$ cat config.mk
export PLATFORM = sky130hd
export DESIGN_NAME = gray_counter
export DESIGN_NICKNAME = d
export VERILOG_FILES = /design/src/rtl/gray_counter.sv
export SDC_FILE = /design/constraint.sdc
export NUM_CORES = 1
export LEC_CHECK = 0
export BUFFER_PORTS_ARGS = -buffer_cell sky130_fd_sc_hd__buf_4
export CAP_MARGIN = 20
export CORE_UTILIZATION = 46
export DETAILED_ROUTE_END_ITERATION = 10
export GPL_ROUTABILITY_DRIVEN = 0
export MAX_ROUTING_LAYER = met4
export PLACE_DENSITY = 0.83
export SLEW_MARGIN = 20
export SYNTH_ARGS = -nofsm -noshare
export SYNTH_HDL_FRONTEND = slang
export SYNTH_SLANG_ARGS = --single-unit
$ cat constraint.sdc
create_clock -name i_clock -period 1.81 [get_ports i_clock]
set_input_delay 0 -clock i_clock [delete_from_list [all_inputs] [get_ports i_clock]]
set_output_delay 0 -clock i_clock [all_outputs]
set_load 0.03 [all_outputs]
$ cat src/rtl/gray_counter.sv
// -----------------------------------------------------------------------------
// gray_counter
//
// Up/down binary counter that presents its count both in binary and in
// Gray code. Both outputs are registered from the same next-state value,
// so they always describe the same count. This makes the block usable as a
// pointer source for clock-domain-crossing FIFOs: every enabled step that
// changes the count flips exactly one bit of o_gray.
//
// Parameters
//   DATA_WIDTH : count width in bits (2 or more)
//   WRAP       : 1 = wrap modulo 2^DATA_WIDTH, 0 = saturate at 0 / all-ones
//
// Ports
//   i_clock    : rising-edge clock
//   i_aresetn  : asynchronous active-low reset (released synchronously)
//   i_enable   : advance the count by one step this cycle
//   i_up       : direction, 1 = up, 0 = down (used only for enabled steps)
//   i_load     : synchronous load of i_load_bin, overrides i_enable
//   i_load_bin : binary value to load
//   o_gray     : registered Gray code of the current count
//   o_bin      : registered binary value of the current count
//   o_boundary : one-cycle pulse after a step that wrapped (WRAP=1) or was
//                blocked by saturation (WRAP=0)
// -----------------------------------------------------------------------------
module gray_counter #(
  parameter int DATA_WIDTH = 8,
  parameter int WRAP       = 1
) (
  input  logic                  i_clock,
  input  logic                  i_aresetn,
  input  logic                  i_enable,
  input  logic                  i_up,
  input  logic                  i_load,
  input  logic [DATA_WIDTH-1:0] i_load_bin,
  output logic [DATA_WIDTH-1:0] o_gray,
  output logic [DATA_WIDTH-1:0] o_bin,
  output logic                  o_boundary
);

  localparam logic [DATA_WIDTH-1:0] ONE      = {{(DATA_WIDTH-1){1'b0}}, 1'b1};
  localparam logic [DATA_WIDTH-1:0] ALL_ONES = {DATA_WIDTH{1'b1}};
  localparam logic [DATA_WIDTH-1:0] ZERO     = {DATA_WIDTH{1'b0}};
  localparam bit                    WRAP_EN  = (WRAP != 0);

  logic [DATA_WIDTH-1:0] bin_reg;
  logic [DATA_WIDTH-1:0] gray_reg;
  logic                  boundary_reg;

  logic [DATA_WIDTH-1:0] bin_next;
  logic [DATA_WIDTH-1:0] gray_next;
  logic                  boundary_next;

  logic at_max;
  logic at_zero;

  assign at_max  = (bin_reg == ALL_ONES);
  assign at_zero = (bin_reg == ZERO);

  // Next-state selection: load beats step; a step at a limit either wraps
  // (natural modulo arithmetic) or is held, and in both cases flags the
  // boundary.
  always_comb begin
    bin_next      = bin_reg;
    boundary_next = 1'b0;
    if (i_load) begin
      bin_next = i_load_bin;
    end else if (i_enable) begin
      if (i_up) begin
        if (at_max) begin
          boundary_next = 1'b1;
          if (WRAP_EN) begin
            bin_next = ZERO;
          end
        end else begin
          bin_next = bin_reg + ONE;
        end
      end else begin
        if (at_zero) begin
          boundary_next = 1'b1;
          if (WRAP_EN) begin
            bin_next = ALL_ONES;
          end
        end else begin
          bin_next = bin_reg - ONE;
        end
      end
    end
  end

  // Gray encoding of the next count: each bit is the XOR of a binary bit
  // with its upper neighbour; the MSB passes straight through.
  genvar gi;
  generate
    for (gi = 0; gi < DATA_WIDTH - 1; gi++) begin : g_gray
      assign gray_next[gi] = bin_next[gi] ^ bin_next[gi+1];
    end
  endgenerate
  assign gray_next[DATA_WIDTH-1] = bin_next[DATA_WIDTH-1];

  always_ff @(posedge i_clock or negedge i_aresetn) begin
    if (!i_aresetn) begin
      bin_reg      <= ZERO;
      gray_reg     <= ZERO;
      boundary_reg <= 1'b0;
    end else begin
      bin_reg      <= bin_next;
      gray_reg     <= gray_next;
      boundary_reg <= boundary_next;
    end
  end

  assign o_bin      = bin_reg;
  assign o_gray     = gray_reg;
  assign o_boundary = boundary_reg;

endmodule

* Word-level counts from Yosys, hierarchy flattened
Index checks and enable logic that the tools add are counted.
** Storage, ports and cells
- Output and inout port bits :: 17
- Logic and storage cells :: 24
- Register bits :: 17
** Operators by class
- Bitwise operators :: 7
- Mux-type cells :: 10
- Add/sub/neg operators :: 2
- Reduce and logical (&&, ||, !) cells :: 1
- Eq/ne operators :: 1
** Operators by type and width (number)
- two-way mux 8 bit :: 5
- adder 8 x 1 -> 8 bit (second input constant) :: 1
- == test 8 bit (second input constant) :: 1
- logical NOT 8 bit :: 1
- subtractor 8 x 1 -> 8 bit (second input constant) :: 1
- XOR 1 bit :: 7
- two-way mux 1 bit :: 5

* Longest topological paths before layout
Gate-level depths: netlist of run 1.
- Word-level depth :: 6
- Gate-level depth with buffers :: 7
- Depth with buffers taken out :: 7

* Worst setup path after synthesis of run 1
Ideal clock, no wire load.
- Path type :: reg2reg
- Start point :: reg bin_reg[0] (netlist: o_bin[0])
- End point :: reg gray_reg[2] (netlist: o_gray[2])
- Slack :: -248 ps
- Arrival time :: 1931 ps
- Cell stages (with the launch flop) :: 8
- Setup time :: 127 ps
- Cells stage by stage :: dfrtp_1 -> inv_1 -> ha_1 -> nor3b_1 -> a21oi_1 -> a221oi_1 -> a211o_2 -> xor2_1
** Between the ends
- Word-level cells in the longest chain between the ends :: 6
- Elaborated cells between the ends (all ways) :: 10
** RTL lines
- from (decl) :: RTL line 46 : logic [DATA_WIDTH-1:0] bin_reg;
- from (signal assigned) :: RTL line 107 : bin_reg <= bin_next;
- subtractor 8 x 1 -> 8 bit (tied with other cells) :: RTL line 85 : bin_next = bin_reg - ONE;
- two-way mux 8 bit, on equally long branches :: RTL line 79, 70
- two-way mux 8 bit (*) :: RTL line 69 : if (i_up) begin
- two-way mux 8 bit (*) :: RTL line 68 : end else if (i_enable) begin
- two-way mux 8 bit (*) :: RTL line 66 : if (i_load) begin
- net bin_next[2] :: RTL line 50 : logic [DATA_WIDTH-1:0] bin_next;
- XOR 1 bit (*) :: RTL line 96 : assign gray_next[gi] = bin_next[gi] ^ bin_next[gi+1];
- net gray_next[2] :: RTL line 51 : logic [DATA_WIDTH-1:0] gray_next;
- to (signal assigned) :: RTL line 108 : gray_reg <= gray_next;
- to (decl) :: RTL line 47 : logic [DATA_WIDTH-1:0] gray_reg;
Mark *: on every way through the listed nets, which the timed path passes. The rest lies on a longest branch.

* Worst setup path in the final report of run 1
- Start point :: reg bin_reg[2] (netlist: o_bin[2])
- End point :: reg gray_reg[4] (netlist: o_gray[4])
Same word-level chain as after synthesis.

==> impl_results.md, run 1 <==
- Routed len/inst: 16.9 µm
- Port Buf Inserts: 29
- PD cells: 842 mW/mm²
- Die area: 0.00253 mm²
- Yosys reg bits: 16
- Comb power frac: 48.9%
- Kind of critical path: reg -> reg
- Worst skew pair latency: 0.29 ns
- First-pass GRT wire length: 4470 µm
- Tmin final: 1.82 ns
- MaxCap Viol Count: 0
- Status: complete, but fails checks
- Die Wd: 50.3 µm
- Area grow syn2layout: 50.2%
- Met3 global-route usage: 1.82%
- Total Wirelength: 3060 µm
- Design area: 0.00161 mm²
- Distinct cells, synth: 45
- TritonCTS clock tree: built
- Rows: 17
- Top-area cell type share of the netlist area: 37.4%
- Post-synth top cells: dfrtp_1, xnor2_1, xor2_1
- Vias per cell: 5.79
- Die Y: 50.3 µm
- Count leader, synth: dfrtp_1
- Top Ports: 30
- F_max: 0.548 GHz
- P_leak: 0.713 nW
- CTS sink count: 16
- Failing checks: negative hold slack, negative setup slack
- Worst Setup Start Kind: flop
- NetSw: 0.000538 W
- Drt pass-1 iters: 4
- Pins over their slew limit: 0
- Worst setup EP type: flop
- # setup viols final: 1
- Clock skew: 0.0118 ns
- Post-route DRC: 0
- Gr usage total: 23.9%
- Clk buf depth: 2
- Final Hold Viols: 1
- Worst slew pin tran: 0.360 ns
- Ys async rst share: 100%
- Slew headroom: 76.0%
- Core Util, Final: 72.7%
- Critical Path RT: 2.02 ns
- Final WS setup: -0.0146 ns
- Ys flop type: dfrtp_1
- Min Hold Slack: -0.0107 ns
- Avg Cell Area, Syn: 10.4 µm²
- Synth area leaders: dfrtp_1, xnor2_1, xor2_1
- H-Tree Depth: 1
- Core area: 0.00221 mm²
- Final period util: 101%
- Syn Nets: 119
- Pwr Total: 0.00135 W
- Hold Crit Class: in -> reg
- Dpl hpwl: 1790 µm
- Pre-CTS setup slack: -0.0260 ns
- Cts bufs inserted: 3
- Initial Util: 48.4%
- GR met2 Demand/Resource: 35.6%
- Global route overflow: 0
- Clock-pin slew on the worst setup and hold paths: 0.10 ns
- Clock power share: 15.0%
- Post-synth top area cell: dfrtp_1
- Clock root cell: clkbuf_4
- Post-route ant nets: 0
- Sequential-to-total area share from yosys stat: 37.4%
- Initial antenna violation count: 0
- Pin count of the biggest net entering global routing: 17
- Synth warn: 0
- Post-synth EDFFs: 0
- Vias in the first global route: 925
- Worst EP arrival: 2.03 ns
- GR peak layer: met2
- Sw Share: 39.7%
- Vias: 1,048
- Global-route met1 utilization: 33.8%
- Crit-path max FO: 8
- Sequential share of power: 36.1%
- Dpl cell area: 0.00136 mm²
- Cell Int Power: 0.000816 W
- RSZ-0062 raised after global routing: true
- Synthesized cell area: 0.00107 mm²
- ANT cells: 0
- Post-Synthesis Cells: 103
- Post-layout nets: 170
- Share of cells above drive strength 1: 52.9%
- DRT iter0 DRCs: 40
- Maximum vdd ir drop: 556 µV
power by group through the flow:
stage          combinational (W)  clock (W)  sequential (W)
2_1_floorplan           0.000241          0        0.000597
3_3_place_gp            0.000527          0        0.000488
6_report                0.000663   0.000203        0.000488
3_5_place_dp            0.000535          0        0.000493
4_1_cts                 0.000558   0.000202        0.000483
5_1_grt                 0.000700   0.000231        0.000495
cell families after synthesis:
group	Yosys count	synth area share, %
flops	16	37.4
compound gates	27	21.6
simple gates	33	20.6
fa+ha+maj	3	3.51
buf+inv	10	5.37
xor+xnor	13	10.6
mux	1	0.935
per-stage QoR:
stage | cells | setup TNS (ns) | hold WS, ns
after floorplan | 103 | -0.128 | -0.296
after global placement | 161 | 0 | -0.133
after detailed placement | 161 | -0.0412 | -0.130
after CTS | 172 | -0.00992 | 0.0000126
after global routing | 181 | -0.363 | 0.00122
final | 181 | -0.0146 | -0.0107
cell usage in the layout, fill, tap and decap left out, drive strengths merged, types with 4 or more instances in the layout:
| cell type | n |
|---|---|
| xnor2 | 7 |
| nand2 | 5 |
| nand3 | 5 |
| xor2 | 6 |
| nor3b | 5 |
| o21ai | 4 |
| nor2 | 4 |
| dfrtp | 16 |
| dlygate4sd3 | 4 |
| buf | 49 |
| a21oi | 5 |
| clkbuf | 4 |
per-layer routing:
| metal | wire (µm) | up-vias | share of wire, % |
|---|---|---|---|
| met5 | 0 | - | 0 |
| met4 | 56 | 0 | 1.8 |
| met3 | 186 | 7 | 6.1 |
| met2 | 1470 | 57 | 48 |
| met1 | 1350 | 509 | 44 |
| li1 | - | 475 | - |
path summary, 6_finish.rpt:
check | start | to | slack [ns] | cells past startpoint
worst max register to register | o_bin[2] | o_gray[4] | -0.01 | 5
worst min-delay path | i_load_bin[0] | o_bin[0] | -0.01 | 2
worst min register to register | o_bin[7] | o_boundary | 0.69 | 2
min in group asynchronous | i_aresetn | o_gray[1] | 0.10 | 2
max in group asynchronous | i_aresetn | o_bin[7] | 1.52 | 2
worst max-delay path | o_bin[2] | o_gray[4] | -0.01 | 5
registers in the layout, indices dropped and copies added (netlist names):
register / count
o_bin: 8
o_boundary: 1
o_gray: 7
final cells by class:
type / instances / area [µm²]
clock buffers: 4 / 26.3
repair buffers: 53 / 412
multi-input cells: 77 / 719
fillers: 158 / 603
flip-flops and latches: 16 / 405
well taps: 28 / 35.0
inverters: 3 / 11.3
worst max-delay path: stages, from the launching register on:
cell and delay (ns):
dfrtp_2 0.49, or3_4 0.42, or4_4 0.43, nand3_2 0.09
a31o_4 0.16, xor2_1 0.14
timing repair:
item / CTS / global route
setup endpoints to repair: 6 / 7
endpoints found under the hold margin: 19 / 0
pin swaps: 2 / 10
hold buffers: 4 / 0
resized for setup: 0 / 17
setup buffers: 3 / 9
Power figures use the tool's default switching activity.
==> run 2, diff against run 1 <==
--- a/config.mk
+++ b/config.mk
@@ -12,6 +12,7 @@
 export GPL_ROUTABILITY_DRIVEN = 0
 export MAX_ROUTING_LAYER = met4
 export PLACE_DENSITY = 0.83
+export SKIP_CTS_REPAIR_TIMING = 1
 export SLEW_MARGIN = 20
 export SYNTH_ARGS = -nofsm -noshare
 export SYNTH_HDL_FRONTEND = slang
==> impl_results.md, run 2 (same netlist as run 1, synthesis figures left out) <==
- Status: complete, but fails checks (unchanged)
- Failing checks: negative hold slack, negative setup slack (unchanged)
- Share of cells above drive strength 1: 52.0% (was 52.9%)
- Routed len/inst: 16.4 µm (was 16.9 µm)
- Total Wirelength: 2930 µm (was 3060 µm)
- Clock-pin slew on the worst setup and hold paths: 0.09 ns (was 0.10 ns)
- # setup viols final: 3 (was 1)
- Tmin final: 1.85 ns (was 1.82 ns)
- Slew headroom: 77.4% (was 76.0%)
- CTS sink count: 16 (unchanged)
- Pins over their slew limit: 0 (unchanged)
- Worst EP arrival: 2.03 ns (about the same)
- Leading cell types in the layout, fill and taps excluded: buf_4, dfrtp_1, xor2_1 (unchanged)
- Sum of negative setup slack: -0.0732 ns (was -0.0146 ns)
- DRT iter0 DRCs: 19 (was 40)
- P_leak: 0.700 nW (was 0.713 nW)
- Port Buf Inserts: 29 (unchanged)
- MaxCap Viol Count: 0 (unchanged)
- Drt pass-1 iters: 4 (unchanged)
- Post-route ant nets: 0 (unchanged)
- Worst setup EP type: flop (unchanged)
- Register area: 405 µm² (unchanged)
- Area grow syn2layout: 47.9% (was 50.2%)
- F_max: 0.541 GHz (was 0.548 GHz)
- PD cells: 844 mW/mm² (was 842 mW/mm²)
- Final Hold Viols: 2 (was 1)
- Global route overflow: 0 (unchanged)
- Initial antenna violation count: 0 (unchanged)
- Crit-path max FO: 8 (unchanged)
- Final period util: 102% (was 101%)
- Clock root cell: clkbuf_4 (unchanged)
- Dpl hpwl: 1790 µm (unchanged)
- Cts bufs inserted: 3 (unchanged)
- Sw Share: 39.7% (about the same)
- Min Hold Slack: -0.0190 ns (was -0.0107 ns)
- Hold Crit Class: in -> reg (unchanged)
- Vias in the first global route: 888 (was 925)
- Core Util, Final: 71.6% (was 72.7%)
- Vias: 1,018 (was 1,048)
- Clk buf depth: 2 (unchanged)
- Area of the multi-input gates: 723 µm² (was 719 µm²)
- Comb power frac: 48.0% (was 48.9%)
- Sequential share of power: 36.9% (was 36.1%)
- RSZ-0062 raised after global routing: true (unchanged)
- Clock power share: 15.1% (was 15.0%)
- Worst Setup Start Kind: flop (unchanged)
- Cell Int Power: 0.000806 W (was 0.000816 W)
- ANT cells: 0 (unchanged)
- Die area: 0.00253 mm² (unchanged)
- Die Y: 50.3 µm (unchanged)
- First-pass GRT wire length: 4170 µm (was 4470 µm)
- Worst skew pair latency: 0.29 ns (about the same)
- Pin count of the biggest net entering global routing: 17 (unchanged)
- Vias per cell: 5.72 (was 5.79)
- NetSw: 0.000531 W (was 0.000538 W)
- Kind of critical path: reg -> reg (unchanged)
- Worst slew pin tran: 0.339 ns (was 0.360 ns)
- Clock skew: 0.00487 ns (was 0.0118 ns)
- # fillers: 155 (was 158)
- Initial Util: 48.4% (unchanged)
- Gr usage total: 22.3% (was 23.9%)
- Top Ports: 30 (unchanged)
- Maximum vdd ir drop: 560 µV (was 556 µV)
- Commonest non-fill, non-tap cell in the layout: buf_4 (unchanged)
- Post-route DRC: 0 (unchanged)
- Rows: 17 (unchanged)
- Critical Path RT: 1.99 ns (was 2.02 ns)
- TritonCTS clock tree: built (unchanged)
- Die Wd: 50.3 µm (unchanged)
- Max reg flops: 8 (unchanged)
- H-Tree Depth: 1 (unchanged)
- Post-layout nets: 167 (was 170)
- Core area: 0.00221 mm² (unchanged)
- Final WS setup: -0.0401 ns (was -0.0146 ns)
[run 2: cell count changes in the layout (fill, tap and decap cells not counted), sizes merged]
cell and delta:
dlygate4sd3 -1, buf -2
[run 2: final timing paths]
path	start	end	slack, ns	cells after the start
worst max-delay path	o_bin[1]	o_gray[4]	-0.04	7
worst max register to register	o_bin[1]	o_gray[4]	-0.04	7
max in group asynchronous	i_aresetn	o_bin[2]	1.51	2
min in group asynchronous	i_aresetn	o_gray[3]	0.10	2
worst min-delay path	i_load_bin[1]	o_bin[1]	-0.02	3
worst min register to register	o_bin[7]	o_boundary	0.72	2
[run 2: stage by stage]
| step | hold WS [ns] | area, µm² | total power, W | setup WS (ns) | cells |
|---|---|---|---|---|---|
| after floorplan | -0.296 | 1090 | 0.000838 | -0.0469 | 103 |
| after global placement | -0.133 | 1360 | 0.00102 | 0.0417 | 161 |
| after detailed placement | -0.130 | 1360 | 0.00103 | -0.0260 | 161 |
| after CTS | -0.447 | 1390 | 0.00122 | -0.0448 | 165 |
| after global routing | 0.00128 | 1580 | 0.00141 | -0.107 | 178 |
| final | -0.0190 | 1580 | 0.00134 | -0.0401 | 178 |
[run 2: per-layer routing]
metal	global-route usage, %	wire, µm
met1	30.5	1270
met2	34.2	1430
met3	1.82	140
met4	8.57	85
met5	-	0
[run 2: power by group through the flow]
stage	sequential, W	combinational, W	clock (W)
2_1_floorplan	0.000597	0.000241	0
3_3_place_gp	0.000488	0.000527	0
3_5_place_dp	0.000493	0.000535	0
4_1_cts	0.000485	0.000535	0.000202
5_1_grt	0.000500	0.000682	0.000224
6_report	0.000493	0.000642	0.000202
[run 2: area by class of cell]
cell class / instances / share of cell area (%)
sequential: 16 / 25.6
timing repair buffer: 50 / 24.2
tap: 28 / 2.21
clock buffer: 4 / 1.66
multi-input combinational: 77 / 45.7
inverter: 3 / 0.711
[run 2: critical path, cell delays in order (launching register included)]
cell and delay (ns):
dfrtp_2 0.48, inv_2 0.08, ha_4 0.16, nor3b_4 0.15
a21oi_4 0.27, a211oi_2 0.11, a211o_1 0.33, xor2_1 0.16
